### config.mk
export PLATFORM = sky130hd
export DESIGN_NAME = pipe_pal_ingress
export DESIGN_NICKNAME = d
export VERILOG_FILES = /design/src/rtl/pipe_pal_ingress.sv
export SDC_FILE = /design/constraint.sdc
export NUM_CORES = 1
export LEC_CHECK = 0
export BUFFER_PORTS_ARGS = -buffer_cell sky130_fd_sc_hd__buf_4
export CAP_MARGIN = 20
export CORE_ASPECT_RATIO = 2
export CORE_MARGIN = 2
export CORE_UTILIZATION = 25
export CTS_BUF_LIST = sky130_fd_sc_hd__clkbuf_4 sky130_fd_sc_hd__clkbuf_8
export DETAILED_ROUTE_END_ITERATION = 10
export PLACE_DENSITY = 0.51
export RECOVER_POWER = 50
export SYNTH_ARGS = -nofsm -noshare
export SYNTH_HDL_FRONTEND = slang
export SYNTH_SLANG_ARGS = --single-unit
### constraint.sdc
create_clock -name i_clk -period 3.5 [get_ports i_clk]
set_clock_uncertainty 0.05 [all_clocks]
set_input_delay 0.175 -clock i_clk [delete_from_list [all_inputs] [get_ports i_clk]]
set_output_delay 0.175 -clock i_clk [all_outputs]
set_load 0.05 [all_outputs]
### src/rtl/pipe_pal_ingress.sv
// Ingress buffer for pipe_pal: first-word-fall-through FIFO between valid/ready
// interfaces, with an occupancy output and a count of words delivered downstream.
module pipe_pal_ingress #(
   parameter int W_DATA = 32,
   parameter int DEPTH  = 4,
   parameter int W_CNT  = 16
) (
   input  logic                     i_clk,
   input  logic                     reset,
   input  logic                     i_flush,
   input  logic                     s_valid,
   output logic                     s_ready,
   input  logic [W_DATA-1:0]        s_data,
   output logic                     m_valid,
   input  logic                     m_ready,
   output logic [W_DATA-1:0]        m_data,
   output logic [$clog2(DEPTH):0]   o_level,
   output logic [W_CNT-1:0]         o_words
);

   localparam int W_PTR = $clog2(DEPTH);
   localparam int W_LVL = W_PTR + 1;
   localparam logic [W_LVL-1:0] LVL_FULL = W_LVL'(DEPTH);

   logic [W_DATA-1:0] mem [DEPTH];
   logic [W_PTR-1:0]  wr_ptr;
   logic [W_PTR-1:0]  rd_ptr;
   logic [W_LVL-1:0]  level;
   logic [W_LVL-1:0]  level_nxt;
   logic [W_CNT-1:0]  words;
   logic              push;
   logic              pop;

   // Handshakes come from registered level only, so m_ready never reaches s_ready.
   assign s_ready = !reset && (level != LVL_FULL);
   assign m_valid = !reset && (level != '0);
   assign m_data  = mem[rd_ptr];

   // Flush suppresses both transfers; reset is already folded into the readies.
   assign push = s_valid && s_ready && !i_flush;
   assign pop  = m_valid && m_ready && !i_flush;

   assign o_level = level;
   assign o_words = words;

   always_comb begin
      // NOTE: default first so every path assigns level_nxt and no latch is inferred.
      level_nxt = level;
      case ({push, pop})
         2'b10:   level_nxt = level + W_LVL'(1);
         2'b01:   level_nxt = level - W_LVL'(1);
         default: level_nxt = level;
      endcase
   end

   // NOTE: storage is deliberately not reset; level alone says which entries are live.
   always_ff @(posedge i_clk) begin
      if (push) begin
         mem[wr_ptr] <= s_data;
      end
   end

   // NOTE: non-blocking assignments so every register samples pre-edge values.
   always_ff @(posedge i_clk) begin
      if (reset) begin
         level  <= '0;
         wr_ptr <= '0;
         rd_ptr <= '0;
         words  <= '0;
      end else if (i_flush) begin
         level  <= '0;
         wr_ptr <= '0;
         rd_ptr <= '0;
      end else begin
         level <= level_nxt;
         if (push) begin
            wr_ptr <= wr_ptr + W_PTR'(1);
         end
         if (pop) begin
            rd_ptr <= rd_ptr + W_PTR'(1);
            words  <= words + W_CNT'(1);
         end
      end
   end

endmodule

==> run summary, run 1 <==
Setup violations, final - 0
DRT Pass-1 Iters - 4
async set-reset flop share out of synthesis - 0%
number of synthesized flops with an enable pin - 128
Core ar. - 23100 sq um
CTS tree - done
worst-skew pair later-pin latency - 0.44 ns
clock slew at reported path FFs - 0.08 ns
Final Hold Viols - 0
Peak VDD IR - 0.247 mV
die width - 112 microns
Cell Area, Synth - 5830 sq um
Detailed Route WL - 12300 microns
Setup Crit Path Kind - in -> reg
synthesis-to-layout area growth - 26.6%
Iteration-0 DRC Markers - 65
setup TNS - 0 ns
outcome - finished clean
sequential area share after synthesis - 74.5%
synth top area cells - edfxtp_1 (66%), mux4_2 (12%), dfxtp_1 (8.6%)
reg2reg start - o_level[2]
overall power - 3.65 mW
setup repair after global routing missed its margin - false
initial antenna violation count - 0
# port buffers - 89
cell taking the most area after synthesis - edfxtp_1
compound-gate portion of the synthesized area - 1.59%
WHS - 0.0815 ns
Max FO, Critical Path - 24
nets@finish - 479
vias in the first global route - 3499
I/O pin count - 90
first-pass GRT wire length - 19300 microns
number of routed nets with antenna violations - 0
row count - 79
Cell Pwr Density - 494 nW/um^2
cts repair resizes - 0
Yosys warnings - 0
R2R Path End - o_level[2]
post-DP HPWL - 8040 microns
most common flop cell mapped by yosys - edfxtp_1
endpoint class of the critical path - flip-flop
setup slack, reg-to-reg - 0.90 ns
Post-synth top cells - edfxtp_1 (128), mux4_2 (32), dfxtp_1 (25), nor2_1 (21), xnor2_1 (9)
Leak Pwr - 2.34 nW
CP delay by family, top - simple AND/OR/NAND/NOR gates
post-synthesis adder-cell area fraction - 1.63%
post-synth top area share - 65.9%
grt peak-use layer - met2
post-synth cell types - 37
minimum clock period - 2.77 ns
type of origin of the critical path - input pin
GRT met3 Usage - 3.55%
Die Area - 24600 sq um
Worst EP required - 3.82 ns
Worst-Margin Slew - 1.22 ns
WHS Path Cells - 3
DRC - 0
n_diodes - 0
clock tree buffer depth - 2
DR vias/cell - 4.31
Max Slew Vio Count - 0
XOR/XNOR share of the synthesized area - 1.65%
largest net degree at the start of global routing - 33
Avg Cell Area, Syn - 19.1 sq um
Die Ht - 220 microns
root buffer cell - clkbuf_8
WP buf/inv - 3
area share of and/or/nand/nor cells after synthesis - 5.94%
Slew headroom - 17.7%
pre-CTS setup slack - 0.806 ns
mux cell area share after synthesis - 13.3%
fraction of layout cells with a size suffix above 1 - 24.3%
max_cap viols - 0
worst r2r path cells - 10
Hold Buf Count CTS - 33
Crit-path slowest cell - dlygate4sd3_1
overall global routing resource usage - 10.6%
top-count cell post-synth - edfxtp_1
main combinational cell family by area after synthesis - multiplexers
total congestion overflow - 0
Synthesized Nets - 349
Setup WS post-layout - 0.732 ns
CP Cell Sequence - dlygate4sd3_1, buf_4, or3b_1, nor2_1, ha_1, inv_1, fa_1, xor2_1, or3_1, a21oi_1
WP data arrival - 3.09 ns
met2 Track Usage GR - 20.8%
#FFs+latches synth - 153
Hold Path Origin - i_flush
fmax - 361 MHz
met1 GRT Util - 9.99%
Num CTS Buffers - 17
H-tree levels - 4
post-DR wirelength/cell - 16.9 microns
max incr delay on CP - 0.54 ns
Worst Hold Class - in -> reg
total number of vias - 3151
post-CTS setup buffer count - 0
initial core utilization - 25.2%
GP Congestion - 0.748
fin crit share - 79.1%
Sink Count - 153
Mapped Cells - 305
==> through the flow <==
stage          utilization [%]  std cells  instance area (sq um)
2_1_floorplan                -        305                   5830
3_3_place_gp              29.5        666                   6820
3_5_place_dp              29.5        666                   6820
4_1_cts                   32.9        731                   7610
5_1_grt                   31.9        731                   7380
6_report                  31.9        731                   7380
==> layer usage <==
layer | up-vias | part of all wire [%]
li1 | 1458 | -
met1 | 1601 | 36
met2 | 78 | 58
met3 | 14 | 4.9
met4 | 0 | 1.7
met5 | - | 0
==> where the power goes <==
part           leakage, nW  internal [mW]  switching, mW
clock network        0.236          0.876          0.612
logic                0.745         0.0651          0.101
registers             1.36           1.99        0.00431
total                 2.34           2.93          0.717
==> state kept, by name, indices dropped and copies added, names as in the netlist, named ones only <==
| name | cells |
|---|---|
| wr_ptr | 2 |
| mem | 128 |
| o_words | 16 |
| rd_ptr | 2 |
| o_level | 3 |
==> area by class of cell <==
cell class                 instances  area [sq um]
tap                              283           354
clock inverter                     8           141
sequential                       153          4350
multi-input combinational        131          1380
fill                            2358         15700
timing repair buffer             124           815
clock buffer                      24           312
inverter                           8          30.0
==> worst max-delay path by stage <==
stage / depth (start not counted) / end / start
after floorplan: 9 / o_level[2] / o_level[2]
after global placement: 9 / o_level[2] / reset
after detailed placement: 9 / o_level[2] / reset
after CTS: 10 / o_level[2] / reset
after global routing: 10 / o_level[2] / reset
final: 10 / o_level[2] / reset
==> worst min-delay path: stages <==
cell	delay (ns)
buf_4	0.09
or2_2	0.20
nor2_1	0.07
==> placed cells by master (no fill, tap or decap), types with 8 or more instances in the layout <==
cell type / n
a21oi_1: 8
buf_4: 38
clkbuf_1: 53
clkbuf_8: 21
dfxtp_1: 23
dlygate4sd3_1: 33
edfxtp_1: 128
inv_1: 8
mux4_2: 32
nor2_1: 21
xnor2_1: 9
==> logic make-up after synthesis <==
kind of cell / count (synthesis)
AND/OR/NAND/NOR: 59
XOR/XNOR: 11
buffers and inverters: 21
adder cells (fa/ha/maj): 7
AO/OA/AOI/OAI: 17
flip-flops: 153
multiplexers: 37
(Power assumes the default switching activity.)
==> run 2, diff against run 1 <==
--- a/config.mk
+++ b/config.mk
@@ -5,6 +5,7 @@
 export SDC_FILE = /design/constraint.sdc
 export NUM_CORES = 1
 export LEC_CHECK = 0
+export ABC_AREA = 1
 export BUFFER_PORTS_ARGS = -buffer_cell sky130_fd_sc_hd__buf_4
 export CAP_MARGIN = 20
 export CORE_ASPECT_RATIO = 2
@@ -12,7 +13,7 @@
 export CORE_UTILIZATION = 25
 export CTS_BUF_LIST = sky130_fd_sc_hd__clkbuf_4 sky130_fd_sc_hd__clkbuf_8
 export DETAILED_ROUTE_END_ITERATION = 10
-export PLACE_DENSITY = 0.51
+export PLACE_DENSITY = 0.5
 export RECOVER_POWER = 50
 export SYNTH_ARGS = -nofsm -noshare
 export SYNTH_HDL_FRONTEND = slang
==> constraint.sdc (replaced) <==
create_clock -name i_clk -period 2.8 [get_ports i_clk]
set_clock_uncertainty 0.05 [all_clocks]
set_input_delay 0.14 -clock i_clk [delete_from_list [all_inputs] [get_ports i_clk]]
set_output_delay 0.14 -clock i_clk [all_outputs]
set_load 0.05 [all_outputs]
==> run 2 against run 1 <==
- synthesized area increased by 3.6%
- worst setup slack got worse by 0.27 ns
- non-clock buffer count increased by 11
- sequential cell count unchanged
- core utilization increased by 0.069 points
- final cell count increased by 29%
- design area increased by 3.2%
- critical path depth decreased by 6
- wire length increased by 22%
- power increased by 21%
- clock-buffer cell count decreased by 6
==> run summary, run 2 <==
Num CTS Buffers - 17 (unchanged)
max reg flops - 128 (unchanged)
synthesis-to-layout area growth - 26.1% (was 26.6%)
worst-skew pair later-pin latency - 0.45 ns (was 0.44 ns)
compound-gate portion of the synthesized area - 10.4% (was 1.59%)
CP Cell Sequence - buf_4, o21ai_0, o22ai_1, buf_4 (was dlygate4sd3_1, buf_4, or3b_1, nor2_1, ha_1, inv_1, fa_1, xor2_1, or3_1, a21oi_1)
die width - 114 microns (was 112 microns)
Die Area - 25500 sq um (was 24600 sq um)
Leak Pwr - 2.62 nW (was 2.34 nW)
GRT met3 Usage - 3.76% (was 3.55%)
Max FO, Critical Path - 64 (was 24)
setup repair after global routing missed its margin - false (unchanged)
synth top area cells - edfxtp_1 (64%), dfxtp_1 (8.3%), nor2_1 (6.3%) (was edfxtp_1 (66%), mux4_2 (12%), dfxtp_1 (8.6%))
WHS - 0.144 ns (was 0.0815 ns)
worst r2r path cells - 11 (was 10)
first-pass GRT wire length - 23700 microns (was 19300 microns)
combinational power share - 4.9% (was 4.6%)
post-DP HPWL - 9520 microns (was 8040 microns)
cell taking the most area after synthesis - edfxtp_1 (unchanged)
Core ar. - 23800 sq um (was 23100 sq um)
Setup WS post-layout - 0.467 ns (was 0.732 ns)
Sequential Power Share - 56.5% (was 54.6%)
filler cell count - 2456 (was 2358)
Slew headroom - 56.8% (was 17.7%)
Int Pwr - 3.39 mW (was 2.93 mW)
root buffer cell - clkbuf_8 (unchanged)
post-synth cell types - 25 (was 37)
total number of vias - 4297 (was 3151)
top-count cell post-synth - edfxtp_1 (unchanged)
clock share of power - 38.6% (was 40.8%)
post-synth top area share - 63.6% (was 65.9%)
Reg area - 4350 sq um (about the same)
Mapped Cells - 510 (was 305)
DRC - 0 (unchanged)
main combinational cell family by area after synthesis - simple AND/OR/NAND/NOR gates (was multiplexers)
#FFs+latches synth - 153 (unchanged)
nets@finish - 687 (was 479)
Avg Cell Area, Syn - 11.8 sq um (was 19.1 sq um)
vias in the first global route - 4454 (was 3499)
Top cell by count, worst path - buf_4
R2R Path End - o_level[2] (unchanged)
XOR/XNOR share of the synthesized area - 0.290% (was 1.65%)
setup TNS - 0 ns (unchanged)
Max Slew Vio Count - 0 (unchanged)
Sink Count - 153 (unchanged)
sequential area share after synthesis - 71.9% (was 74.5%)
setup slack, reg-to-reg - 0.58 ns (was 0.90 ns)
reg2reg start - o_level[2] (unchanged)
I/O pin count - 90 (unchanged)
clock slew at reported path FFs - 0.09 ns (was 0.08 ns)
switching share of power - 23.1% (was 19.7%)
CTS tree - done (unchanged)
endpoint class of the critical path - output port (was flip-flop)
row count - 80 (was 79)
final core utilization - 32.0% (was 31.9%)
Setup violations, final - 0 (unchanged)
DR vias/cell - 4.55 (was 4.31)
fraction of layout cells with a size suffix above 1 - 12.8% (was 24.3%)
pre-CTS setup slack - 0.657 ns (was 0.806 ns)
Crit-path slowest cell - buf_4 (was dlygate4sd3_1)
outcome - finished clean (unchanged)
largest net degree at the start of global routing - 65 (was 33)
initial antenna violation count - 1 (was 0)
fmax - 429 MHz
commonest cells after routing, fill and taps aside - edfxtp_1 (128), nor2_1 (103), o21ai_0 (73) (was edfxtp_1 (128), clkbuf_1 (53), buf_4 (38))
Setup Crit Path Kind - reg -> out (was in -> reg)
H-tree levels - 4 (unchanged)
WP data arrival - 2.14 ns (was 3.09 ns)
Cell Area, Synth - 6040 sq um (was 5830 sq um)
initial core utilization - 25.4% (was 25.2%)
# port buffers - 89 (unchanged)
post-CTS setup buffer count - 0 (unchanged)
commonest non-fill, non-tap cell in the layout - edfxtp_1 (unchanged)
cts repair resizes - 0 (unchanged)
met2 Track Usage GR - 22.9% (was 20.8%)
area of the multi-input gates - 1450 sq um (was 1380 sq um)
grt peak-use layer - met2 (unchanged)
area share of and/or/nand/nor cells after synthesis - 11.8% (was 5.94%)
Synthesized Nets - 554 (was 349)
most common flop cell mapped by yosys - edfxtp_1 (unchanged)
WHS Path Cells - 7 (was 3)
number of synthesized flops with an enable pin - 128 (unchanged)
hold path endpoint - o_words[13]
Worst EP required - 2.61 ns (was 3.82 ns)
NetSw - 1.02 mW (was 717 uW)
Worst Hold Class - in -> reg (unchanged)
Yosys warnings - 0 (unchanged)
Iteration-0 DRC Markers - 228 (was 65)
Final Hold Viols - 0 (unchanged)
Post-synth top cells - edfxtp_1 (128), nor2_1 (102), o21ai_0 (73), inv_1 (39), nand2_1 (34) (was edfxtp_1 (128), mux4_2 (32), dfxtp_1 (25), nor2_1 (21), xnor2_1 (9))
GP Congestion - 0.787 (was 0.748)
post-synthesis adder-cell area fraction - 1.57% (was 1.63%)
overall power - 4.41 mW (was 3.65 mW)
DRT Pass-1 Iters - 4 (unchanged)
Largest Register - mem (unchanged)
async set-reset flop share out of synthesis - 0% (unchanged)
mux cell area share after synthesis - 0% (was 13.3%)
overall global routing resource usage - 12.2% (was 10.6%)
type of origin of the critical path - flip-flop (was input pin)
Die Ht - 224 microns (was 220 microns)
total congestion overflow - 0 (unchanged)
Detailed Route WL - 15000 microns (was 12300 microns)
number of routed nets with antenna violations - 0 (unchanged)
Hold Path Origin - m_ready (was i_flush)
Peak VDD IR - 0.331 mV (was 0.247 mV)
post-DR wirelength/cell - 15.9 microns (was 16.9 microns)
Hold Buf Count CTS - 35 (was 33)
minimum clock period - 2.33 ns
fin crit share - 83.3%
Cell Pwr Density - 579 nW/um^2 (was 494 nW/um^2)
Worst-Margin Slew - 0.648 ns (was 1.22 ns)
clock tree buffer depth - 2 (unchanged)
max incr delay on CP - 0.53 ns (was 0.54 ns)
met1 GRT Util - 12.4% (was 9.99%)
max_cap viols - 0 (unchanged)
## run 2: cell types whose count changed in the layout (fill, tap and decap cells not counted), sizes merged, moves of 5 or more
cell,previous run,this run
inv,10,53
nor3,3,8
nand4,3,9
o21ai,6,73
or3,6,0
o22ai,0,32
mux4,32,0
xnor2,9,0
buf,38,45
nand2,4,36
nor2,21,107
## run 2: cell families after synthesis
family / Yosys count
AOI/OAI and AO/OA: 117
xor gates and xnor gates: 2
adders and majority gates: 7
buffers and inverters: 62
DFF: 153
and+or+nand+nor: 169
## run 2: through the flow
stage	instances	cell area (sq um)
after floorplan	510	6040
after global placement	876	7110
after detailed placement	876	7110
after CTS	943	7850
after global routing	944	7620
final	944	7620
## run 2: layout make-up
cell class	count	share of cell area, %
Sequential cell	153	57.0
Inverter	41	2.02
Clock buffer	18	3.17
Timing Repair Buffer	135	11.9
Tap cell	287	4.71
Multi-Input combinational cell	295	19.1
Clock inverter	14	2.04
Antenna cell	1	0.0328
## run 2: worst max-delay path by stage
stage               startpoint          to  slack (ns)  cells past startpoint
CTS                  flip-flop   m_data[9]        0.39                      5
global placement    o_level[2]  o_level[2]        0.66                     11
finish               flip-flop   m_data[9]        0.47                      4
floorplan           o_level[0]   mem[0][0]       -0.14                      4
global route             reset  o_level[2]        0.28                     12
detailed placement  o_level[2]  o_level[2]        0.66                     11
## run 2: power groups by stage
stage	Clock, mW	Combinational [mW]	Sequential [mW]
floorplan	0	0.0920	2.54
global placement	0	0.199	2.54
detailed placement	0	0.203	2.54
CTS	1.77	0.244	2.49
global route	1.86	0.234	2.49
finish	1.70	0.215	2.49
## run 2: critical path, delay by kind of cell, from the launching register on
kind	cells	cell delay [ns]
flip-flops	1	0.34
buffers and inverters	2	0.80
AO/OA/AOI/OAI	2	0.55
## run 2: layer usage
layer / wire (microns) / vias up
met3: 742 / 23
met1: 5740 / 2094
met4: 386 / 0
met2: 8150 / 107
li1: - / 2073
met5: 0 / -
